[config.mk]
export PLATFORM = sky130hd
export DESIGN_NAME = axi_wr_mux_n
export DESIGN_NICKNAME = d
export VERILOG_FILES = /design/src/rtl/axi_wr_mux_pkg.sv /design/src/rtl/axi_wr_order_fifo.sv /design/src/rtl/axi_wr_mux_n.sv
export SDC_FILE = /design/constraint.sdc
export NUM_CORES = 1
export LEC_CHECK = 0
export CAP_MARGIN = 20
export CORE_AREA = 3 3 194 196
export DETAILED_ROUTE_END_ITERATION = 10
export DIE_AREA = 0 0 197 199
export HOLD_SLACK_MARGIN = 0.03
export PLACE_DENSITY_LB_ADDON = 0.2
export SLEW_MARGIN = 10
export SYNTH_ARGS = -nofsm -noshare
export SYNTH_HDL_FRONTEND = slang
export SYNTH_SLANG_ARGS = --single-unit
[constraint.sdc]
create_clock -name clk -period 7.91 [get_ports clk]
set_clock_uncertainty 0.05 [all_clocks]
set_input_delay 0.791 -clock clk [delete_from_list [all_inputs] [get_ports clk]]
set_output_delay 0.791 -clock clk [all_outputs]
set_load 0.005 [all_outputs]
[src/rtl/axi_wr_mux_pkg.sv]
// Shared definitions for the AXI write-channel slave-side multiplexer.
// Holds the AWCTL bundle layout {len4,size3,burst2,lock2,cache4,prot3}
// and the address-channel FSM state type.
package axi_wr_mux_pkg;

  localparam int unsigned AWCTL_W         = 18;

  localparam int unsigned AWCTL_PROT_W    = 3;
  localparam int unsigned AWCTL_PROT_LSB  = 0;
  localparam int unsigned AWCTL_CACHE_W   = 4;
  localparam int unsigned AWCTL_CACHE_LSB = 3;
  localparam int unsigned AWCTL_LOCK_W    = 2;
  localparam int unsigned AWCTL_LOCK_LSB  = 7;
  localparam int unsigned AWCTL_BURST_W   = 2;
  localparam int unsigned AWCTL_BURST_LSB = 9;
  localparam int unsigned AWCTL_SIZE_W    = 3;
  localparam int unsigned AWCTL_SIZE_LSB  = 11;
  localparam int unsigned AWCTL_LEN_W     = 4;
  localparam int unsigned AWCTL_LEN_LSB   = 14;

  typedef enum logic {
    AW_IDLE,
    AW_GRANT
  } aw_state_e;

endpackage

[src/rtl/axi_wr_order_fifo.sv]
// Write-order FIFO: records which master won each AW handshake so the W
// channel can be steered in the same order.
// Ports: clk, reset_n (async, active-low), push_i/data_i (write side),
//        pop_i/data_o (read side, data_o is the current head),
//        full_o, empty_o.
// DEPTH must be a power of two (>= 2) so the pointers wrap naturally.
module axi_wr_order_fifo #(
  parameter int unsigned WIDTH = 2,
  parameter int unsigned DEPTH = 4
) (
  input  logic             clk,
  input  logic             reset_n,
  input  logic             push_i,
  input  logic [WIDTH-1:0] data_i,
  input  logic             pop_i,
  output logic [WIDTH-1:0] data_o,
  output logic             full_o,
  output logic             empty_o
);

  localparam int unsigned PTR_W = $clog2(DEPTH);

  logic [WIDTH-1:0] mem_q [DEPTH];
  logic [PTR_W-1:0] wr_q;
  logic [PTR_W-1:0] rd_q;
  logic [PTR_W:0]   cnt_q;
  logic             do_push;
  logic             do_pop;

  assign full_o  = (cnt_q == (PTR_W+1)'(DEPTH));
  assign empty_o = (cnt_q == '0);
  assign do_push = push_i && !full_o;
  assign do_pop  = pop_i && !empty_o;
  assign data_o  = mem_q[rd_q];

  always_ff @(posedge clk) begin
    if (do_push) begin
      mem_q[wr_q] <= data_i;
    end
  end

  always_ff @(posedge clk or negedge reset_n) begin
    if (!reset_n) begin
      wr_q  <= '0;
      rd_q  <= '0;
      cnt_q <= '0;
    end else begin
      if (do_push) begin
        wr_q <= wr_q + PTR_W'(1);
      end
      if (do_pop) begin
        rd_q <= rd_q + PTR_W'(1);
      end
      case ({do_push, do_pop})
        2'b10:   cnt_q <= cnt_q + (PTR_W+1)'(1);
        2'b01:   cnt_q <= cnt_q - (PTR_W+1)'(1);
        default: cnt_q <= cnt_q;
      endcase
    end
  end

endmodule

[src/rtl/axi_wr_mux_n.sv]
// N-master to one-slave AXI write multiplexer (AW + W channels).
// A master requests this slave when its AWADDR select field matches sel.
// One AW is granted at a time; each AW handshake records the winner in an
// order FIFO whose head steers the W channel, so W beats follow AW order.
// Ports: clk, reset_n (async, active-low), sel; per-master AW/W inputs
//        m_* (flattened, master i at slice i) with m_awready/m_wready;
//        slave AW/W outputs s_* with s_awready/s_wready. s_awid/s_wid are
//        {master index, ID}.
// Build option: define AXI_WR_MUX_RR_EN for round-robin arbitration;
//        otherwise fixed priority, lowest master index wins.
module axi_wr_mux_n
  import axi_wr_mux_pkg::*;
#(
  parameter int unsigned NUM_M   = 4,
  parameter int unsigned ADDR_W  = 32,
  parameter int unsigned DATA_W  = 32,
  parameter int unsigned ID_W    = 4,
  parameter int unsigned SEL_LSB = 10,
  parameter int unsigned SEL_W   = 3,
  parameter int unsigned DEPTH   = 4
) (
  input  logic                                clk,
  input  logic                                reset_n,
  input  logic [SEL_W-1:0]                    sel,
  input  logic [NUM_M*ADDR_W-1:0]             m_awaddr,
  input  logic [NUM_M*ID_W-1:0]               m_awid,
  input  logic [NUM_M*AWCTL_W-1:0]            m_awctl,
  input  logic [NUM_M-1:0]                    m_awvalid,
  output logic [NUM_M-1:0]                    m_awready,
  input  logic [NUM_M*ID_W-1:0]               m_wid,
  input  logic [NUM_M*DATA_W-1:0]             m_wdata,
  input  logic [NUM_M*(DATA_W/8)-1:0]         m_wstrb,
  input  logic [NUM_M-1:0]                    m_wlast,
  input  logic [NUM_M-1:0]                    m_wvalid,
  output logic [NUM_M-1:0]                    m_wready,
  output logic [ADDR_W-1:0]                   s_awaddr,
  output logic [AWCTL_W-1:0]                  s_awctl,
  output logic [$clog2(NUM_M)+ID_W-1:0]       s_awid,
  output logic                                s_awvalid,
  input  logic                                s_awready,
  output logic [$clog2(NUM_M)+ID_W-1:0]       s_wid,
  output logic [DATA_W-1:0]                   s_wdata,
  output logic [DATA_W/8-1:0]                 s_wstrb,
  output logic                                s_wlast,
  output logic                                s_wvalid,
  input  logic                                s_wready
);

  localparam int unsigned STRB_W = DATA_W / 8;
  localparam int unsigned IDX_W  = $clog2(NUM_M);

  aw_state_e        state_q;
  logic [IDX_W-1:0] grant_q;
  logic [NUM_M-1:0] req;
  logic             win_vld;
  logic [IDX_W-1:0] win_idx;
  logic             aw_hs;
  logic             w_pop;
  logic             fifo_full;
  logic             fifo_empty;
  logic [IDX_W-1:0] head;

  always_comb begin
    req = '0;
    for (int unsigned i = 0; i < NUM_M; i++) begin
      req[i] = m_awvalid[i] && (m_awaddr[i*ADDR_W+SEL_LSB +: SEL_W] == sel);
    end
  end

`ifdef AXI_WR_MUX_RR_EN
  logic [IDX_W-1:0] rr_q;

  // Search starts at rr_q and wraps, so the first hit is the RR winner.
  always_comb begin
    int unsigned j;
    j       = 0;
    win_vld = 1'b0;
    win_idx = '0;
    for (int unsigned k = 0; k < NUM_M; k++) begin
      j = (32'(rr_q) + k) % NUM_M;
      if (!win_vld && req[j]) begin
        win_vld = 1'b1;
        win_idx = IDX_W'(j);
      end
    end
  end
`else
  always_comb begin
    win_vld = 1'b0;
    win_idx = '0;
    for (int unsigned k = 0; k < NUM_M; k++) begin
      if (!win_vld && req[k]) begin
        win_vld = 1'b1;
        win_idx = IDX_W'(k);
      end
    end
  end
`endif

  assign aw_hs = (state_q == AW_GRANT) && s_awready;

  // Grant is held until the handshake even if the master drops its request.
  // The full check uses the registered count, so a same-cycle pop does not
  // open a slot for a new grant.
  always_ff @(posedge clk or negedge reset_n) begin
    if (!reset_n) begin
      state_q <= AW_IDLE;
      grant_q <= '0;
`ifdef AXI_WR_MUX_RR_EN
      rr_q    <= '0;
`endif
    end else begin
      case (state_q)
        AW_IDLE: begin
          if (win_vld && !fifo_full) begin
            grant_q <= win_idx;
            state_q <= AW_GRANT;
          end
        end
        AW_GRANT: begin
          if (s_awready) begin
            state_q <= AW_IDLE;
`ifdef AXI_WR_MUX_RR_EN
            rr_q    <= (grant_q == IDX_W'(NUM_M-1)) ? '0 : grant_q + IDX_W'(1);
`endif
          end
        end
      endcase
    end
  end

  always_comb begin
    s_awvalid = 1'b0;
    s_awaddr  = '0;
    s_awctl   = '0;
    s_awid    = '0;
    m_awready = '0;
    if (state_q == AW_GRANT) begin
      s_awvalid          = 1'b1;
      s_awaddr           = m_awaddr[32'(grant_q)*ADDR_W +: ADDR_W];
      s_awctl            = m_awctl[32'(grant_q)*AWCTL_W +: AWCTL_W];
      s_awid             = {grant_q, m_awid[32'(grant_q)*ID_W +: ID_W]};
      m_awready[grant_q] = s_awready;
    end
  end

  always_comb begin
    s_wvalid = 1'b0;
    s_wdata  = '0;
    s_wstrb  = '0;
    s_wlast  = 1'b0;
    s_wid    = '0;
    m_wready = '0;
    if (!fifo_empty) begin
      s_wvalid       = m_wvalid[head];
      s_wdata        = m_wdata[32'(head)*DATA_W +: DATA_W];
      s_wstrb        = m_wstrb[32'(head)*STRB_W +: STRB_W];
      s_wlast        = m_wlast[head];
      s_wid          = {head, m_wid[32'(head)*ID_W +: ID_W]};
      m_wready[head] = s_wready;
    end
  end

  assign w_pop = s_wvalid && s_wready && s_wlast;

  axi_wr_order_fifo #(
    .WIDTH (IDX_W),
    .DEPTH (DEPTH)
  ) u_order_fifo (
    .clk     (clk),
    .reset_n (reset_n),
    .push_i  (aw_hs),
    .data_i  (grant_q),
    .pop_i   (w_pop),
    .data_o  (head),
    .full_o  (fifo_full),
    .empty_o (fifo_empty)
  );

endmodule

After elaboration in Yosys (flattened, before gate mapping)
Memories as Yosys holds them, arrays and structs flattened.
Index checks and enable logic that the tools add are counted.
- bits in writable memories: 8
- output and inout port bits: 109
- input port bits: 395
- memories: 1
- register bits after elaboration: 10
- add/sub/neg operators: 4
- reductions and logical operators: 23
- bitwise gates (word level): 3
- multiplexer cells: 32
- equal/unequal tests: 7
- multiply operators: 1
- shift-type cells: 6
- magnitude comparators: 4
- memory list (memory ; words ; width ; read ports ; clocked after memory_dff ; write ports ; line ; text):
    u_order_fifo.mem_q ; 4 ; 2 ; 1 ; 0 ; 1 ; axi_wr_order_fifo.sv:23 ; logic [WIDTH-1:0] mem_q [DEPTH];
- operator list (cell ; count):
    128-bit by 8-bit variable part select with 32-bit output ; 2
    72-bit by 8-bit variable part select with 18-bit output ; 1
    32-bit 2-to-1 mux ; 2
    16-bit by 5-bit variable part select with 4-bit output ; 3
    18-bit 2-to-1 mux ; 1
    1-bit 2-to-1 mux ; 16
    1-bit logical AND ; 15
    3-bit equality test ; 4
    4-bit 2-to-1 mux ; 3
    6-bit 2-to-1 mux ; 2
    4-bit bitwise AND ; 2
    2-bit by 3-bit < comparator with 1-bit output, second input constant ; 2
    2-bit by 4-bit multiplier with 6-bit output, second input constant ; 1
    3-bit case mux with 2 select lines ; 1
    1-bit logical NOT ; 5
    2-bit by 1-bit adder with 2-bit output, second input constant ; 2
    1-bit binary-select mux with 2-bit select ; 2
    1-bit demux with 2-bit select ; 2
    2-bit by 1-bit >= comparator with 1-bit output, second input constant ; 2
    2-bit 2-to-1 mux ; 2
    3-bit by 1-bit adder with 3-bit output, second input constant ; 1
    3-bit equality test, second input constant ; 1
    3-bit logical NOT ; 1
    3-bit by 1-bit subtractor with 3-bit output, second input constant ; 1
    6 further kinds ; 6

Depth between registers and ports, before layout
- word-level depth: 15
- mapped depth: 12
- depth with buffers taken out: 10

Hierarchy
Synthesis repeated with hierarchy kept, for this count alone.
- cell total of the unflattened synthesis: 321
- area, all modules: 4113.9 µm²
- modules (own cells, without submodules) (module ; seq. area each (µm²) ; times used ; area an instance (µm²) ; cells each):
    axi_wr_mux_n ; 75.1 ; 1 ; 3388.2 ; 274
    axi_wr_order_fifo ; 415.4 ; 1 ; 725.7 ; 47

Least setup slack after synthesis
No wires, ideal clock.
- path kind: reg2reg
- start: register u_order_fifo.rd_q[0]
- end: register u_order_fifo.cnt_q[2]
- setup time: 0.079 ns
- path slack: 5.211 ns
- arrival: 2.569 ns
- required time: 7.781 ns
- clock period less this slack: 2.699 ns
- cell stages (with the launch flop): 13
- buffers on the path: 2
- cell sequence: dfrtp_1 -> buf_6 -> mux4_2 -> buf_6 -> mux2i_1 -> mux2i_1 -> and3_1 -> ha_1 -> inv_1 -> fa_1 -> xor2_1 -> nor2_1 -> xor2_1
- word-level cells in the longest chain between the ends: 9
- RTL lines (element ; line ; text):
    start, declared ; axi_wr_order_fifo.sv:25 ; logic [PTR_W-1:0] rd_q;
    start signal, assigned ; axi_wr_order_fifo.sv:52 ; rd_q <= rd_q + PTR_W'(1);
    memory 4 x 2 bit (*) ; -- ;
    1-bit binary-select mux with 2-bit select ; axi_wr_mux_n.sv:155 ; s_wvalid = m_wvalid[head];
    1-bit 2-to-1 mux (implied by the code) ; axi_wr_mux_n.sv:155 ;
    1-bit 2-to-1 mux ; axi_wr_mux_n.sv:154 ; if (!fifo_empty) begin
    1-bit logical AND ; axi_wr_mux_n.sv:164 ; assign w_pop = s_wvalid && s_wready && s_wlast;
    1-bit logical AND (*) ; axi_wr_mux_n.sv:164 ;
    1-bit logical AND (*) ; axi_wr_order_fifo.sv:33 ; assign do_pop = pop_i && !empty_o;
    net u_order_fifo.do_pop ; axi_wr_order_fifo.sv:28 ; logic do_pop;
    2-bit by 1-bit equality test with 1-bit output or 2-bit equality test (tied branches) ; axi_wr_order_fifo.sv:54 ; case ({do_push, do_pop})
    3-bit case mux with 2 select lines or 2-bit nonzero test (tied branches) ; -- ;
    end signal, assigned ; axi_wr_order_fifo.sv:55 ; 2'b10: cnt_q <= cnt_q + (PTR_W+1)'(1);
    end signal, assigned ; axi_wr_order_fifo.sv:56 ; 2'b01: cnt_q <= cnt_q - (PTR_W+1)'(1);
    end signal, assigned ; axi_wr_order_fifo.sv:57 ; default: cnt_q <= cnt_q;
    end, declared ; axi_wr_order_fifo.sv:26 ; logic [PTR_W:0] cnt_q;
Mark *: on every way through the listed nets, which the timed path passes. The rest lies on a longest branch. The select of a mux whose other input is x is not followed.
A chain may end at the register's enable or synchronous reset.

Worst setup path after layout
- start: register u_order_fifo.rd_q[0]
- end: output port s_wstrb[3]
- word-level cells in the longest chain between the ends: 3
- RTL lines (element ; line ; text):
    memory 4 x 2 bit ; -- ;
    16-bit by 5-bit variable part select with 4-bit output ; axi_wr_mux_n.sv:157 ; s_wstrb = m_wstrb[32'(head)*STRB_W +: STRB_W];
    4-bit 2-to-1 mux ; axi_wr_mux_n.sv:154 ;
    end, declared ; axi_wr_mux_n.sv:43 ; output logic [DATA_W/8-1:0] s_wstrb,
Every way passes these cells.

==> out/metrics.yaml <==
grt_use_met1_pct: 12.7
fin_crit_ns: 4.00
leakagePower_nw: 3.32
ys_ff_latch: 18
drtIter0Drc: 134
cp.arrival_ns: 3.16
synth_cells: 338
synth_seq_area_share_pct: 12.1
worst_setup_path_start_kind: "flop"
worstMarginPinSlew_ns: 0.905
cts-resized-gates: 0
clock_power_share_pct: 4.3
synth.avg_cell_area_um2: 12.0
routed_wl_um: 26300
grt_setup_unrepaired: "false"
synth_edf_count: 8
hold_class: "flop to flop"
yosysMostFrequentCell: "and2_1"
cp_max_fo: 47
post_cts_buffers: 0
worstSetupEndpointType: "output pin"
post_dp_cell_area_um2: 9510
dieArea_um2: 39200
area_delta_synth_final_pct: 137
grt-ovfl-total: 0
cts-root-buf: "clkbuf_16"
synth_top_cell_by_area: "mux4_2"
syn_area_um2: 4040
irDropWorstVdd_mv: 0.145
regArea_um2: 495
dpl.hpwl_um: 23000
wl_per_cell_um: 20.5
die_width_um: 197
met2_usage_pct: 24.8
p_seq_share_pct: 9.2
htree_levels: 1
status: "finished clean"
cp_data_required_time_ns: 7.07
synth_ff_type: "dfrtp_1"
drive_gt1_share_pct: 13.2
ys_types: 25
first_pass_iters: 4
grt_pass1_wl_um: 36200
num_rows: 70
setup_viol: 0
io_pins: 504
fillers: 3835
grt_max_degree: 48
syn_nets: 739
viasPerCell: 3.86
cts_tree: "built"
setup_ws_ns: 3.91
multi_input_area_um2: 3320
grt-busiest-layer: "met2"
drv_slew: 0
fin_nets: 1213
p_switching_mw: 0.866
final_area_um2: 9590
p_comb_share_pct: 86.6
drc: 0
drv_cap: 0
critPathKind: "flop to output pin"
cts_inserted_buffers: 3
clk_latency_ns: 0.24
die_h_um: 199
setup_tns_ns: 0
p_sw_share_pct: 37.3
yosysWarningCount: 0
cts_hold_buf: 0
grt_use_met3_pct: 3.68
max_slew_margin_pct: 39.7
synth.area.top_cells: "mux4_2 53%, and2_1 16%, dfrtp_1 6.2%"
async_reset_ff_share_pct: 55.6
hold_violations: 0
grt_pass1_vias: 5391
core_um2: 36300
power.density_nw_per_um2: 242
clockBufferDepth: 2
intPower_mw: 1.46
synth_common_cells: "103 x and2_1, 96 x mux4_2, 20 x clkbuf_1"
drtAntennaViolNets: 0
yosysTopAreaCellShare_pct: 53.5
gp_congestion: 0.762
antenna_found_initial: 1
grt_usage_pct: 12.3
clk_pin_slew_ns: 0.05
start_util_pct: 11.1
p_total_mw: 2.32
fmax_ghz: 0.250
clock-sinks: 18
io_buffer_count: 503
post-route-period-util_pct: 50.6
post-place-ws_ns: 4.10
vias: 4945
power by group through the flow:
stage / clock network (mW) / registers [mW] / logic [mW]
detailed placement: 0 / 0.219 / 2.07
global route: 0.107 / 0.225 / 2.17
global placement: 0 / 0.220 / 2.08
finish: 0.0988 / 0.214 / 2.01
floorplan: 0 / 0.156 / 1.12
CTS: 0.103 / 0.218 / 2.08
layout make-up:
type / count / area share (%)
multi-input combinational: 272 / 34.6
sequential: 18 / 5.17
inverter: 9 / 0.352
tap: 468 / 6.10
clock buffer: 3 / 0.783
antenna: 1 / 0.0261
timing repair buffer: 508 / 52.9
clock inverter: 1 / 0.0391
cell families (layout without fill, tap and decap cells):
family	Yosys count	after routing	share of synthesized area, %
other	0	1	0
muxes	104	104	55.5
DFF	18	18	12.1
AOI/OAI and AO/OA	10	10	1.30
adders and majority gates	6	6	2.04
buffers and inverters	48	521	5.70
xor gates and xnor gates	18	18	3.90
and+or+nand+nor	134	134	19.4
sequential cells by signal, indices dropped and copies added, names as in the netlist:
signal and cells:
u_order_fifo.mem_q 8, u_order_fifo.cnt_q 3, grant_q 2, u_order_fifo.rd_q 2, u_order_fifo.wr_q 2, state_q 1
critical path: stages (launching register included):
cell and delay (ns):
dfrtp_1 0.48, mux4_4 1.09, mux4_2 0.62, and2_1 0.17, clkdlybuf4s50_1 0.51
final timing paths:
path / end / cells past startpoint / start / slack, ns
min reg2reg: u_order_fifo.cnt_q[0]$_DFFE_PN0P_ / 1 / u_order_fifo.cnt_q[0]$_DFFE_PN0P_ / 0.47
max in group asynchronous: grant_q[0]$_DFFE_PN0P_ / 1 / reset_n / 6.60
min in group asynchronous: u_order_fifo.wr_q[0]$_DFFE_PN0P_ / 1 / reset_n / 0.83
max: s_wstrb[3] / 4 / u_order_fifo.rd_q[0]$_DFFE_PN0P_ / 3.91
min: u_order_fifo.cnt_q[0]$_DFFE_PN0P_ / 1 / u_order_fifo.cnt_q[0]$_DFFE_PN0P_ / 0.47
max reg2reg: u_order_fifo.cnt_q[2]$_DFFE_PN0P_ / 10 / u_order_fifo.rd_q[0]$_DFFE_PN0P_ / 4.35
metal layers:
layer / vias to the layer above / wire length (µm)
li1: 2254 / -
met1: 2378 / 8800
met2: 311 / 14700
met3: 2 / 2660
met4: 0 / 131
met5: - / 0
placed cells by master (no fill, tap or decap), types with 5 or more instances in the layout:
cell | synthesis | final
inv_1 | 9 | 9
nand2_1 | 7 | 7
buf_4 | 0 | 5
ha_1 | 5 | 5
mux2i_1 | 7 | 7
clkdlybuf4s50_1 | 0 | 503
mux4_2 | 96 | 95
and2_1 | 103 | 103
dfrtp_1 | 10 | 8
edfxtp_1 | 8 | 8
nor2_1 | 12 | 12
o21ai_0 | 5 | 5
nand4_1 | 5 | 5
xnor2_1 | 15 | 15
per-stage QoR:
| stage | util, % | instances | hold slack (ns) |
|---|---|---|---|
| 3_3_place_gp | 26.2 | 1275 | 0.456 |
| 3_5_place_dp | 26.2 | 1275 | 0.456 |
| 2_1_floorplan | - | 338 | 0.424 |
| 5_1_grt | 26.5 | 1280 | 0.497 |
| 6_report | 26.5 | 1280 | 0.467 |
| 4_1_cts | 26.4 | 1279 | 0.466 |
(Power assumes the default switching activity.)
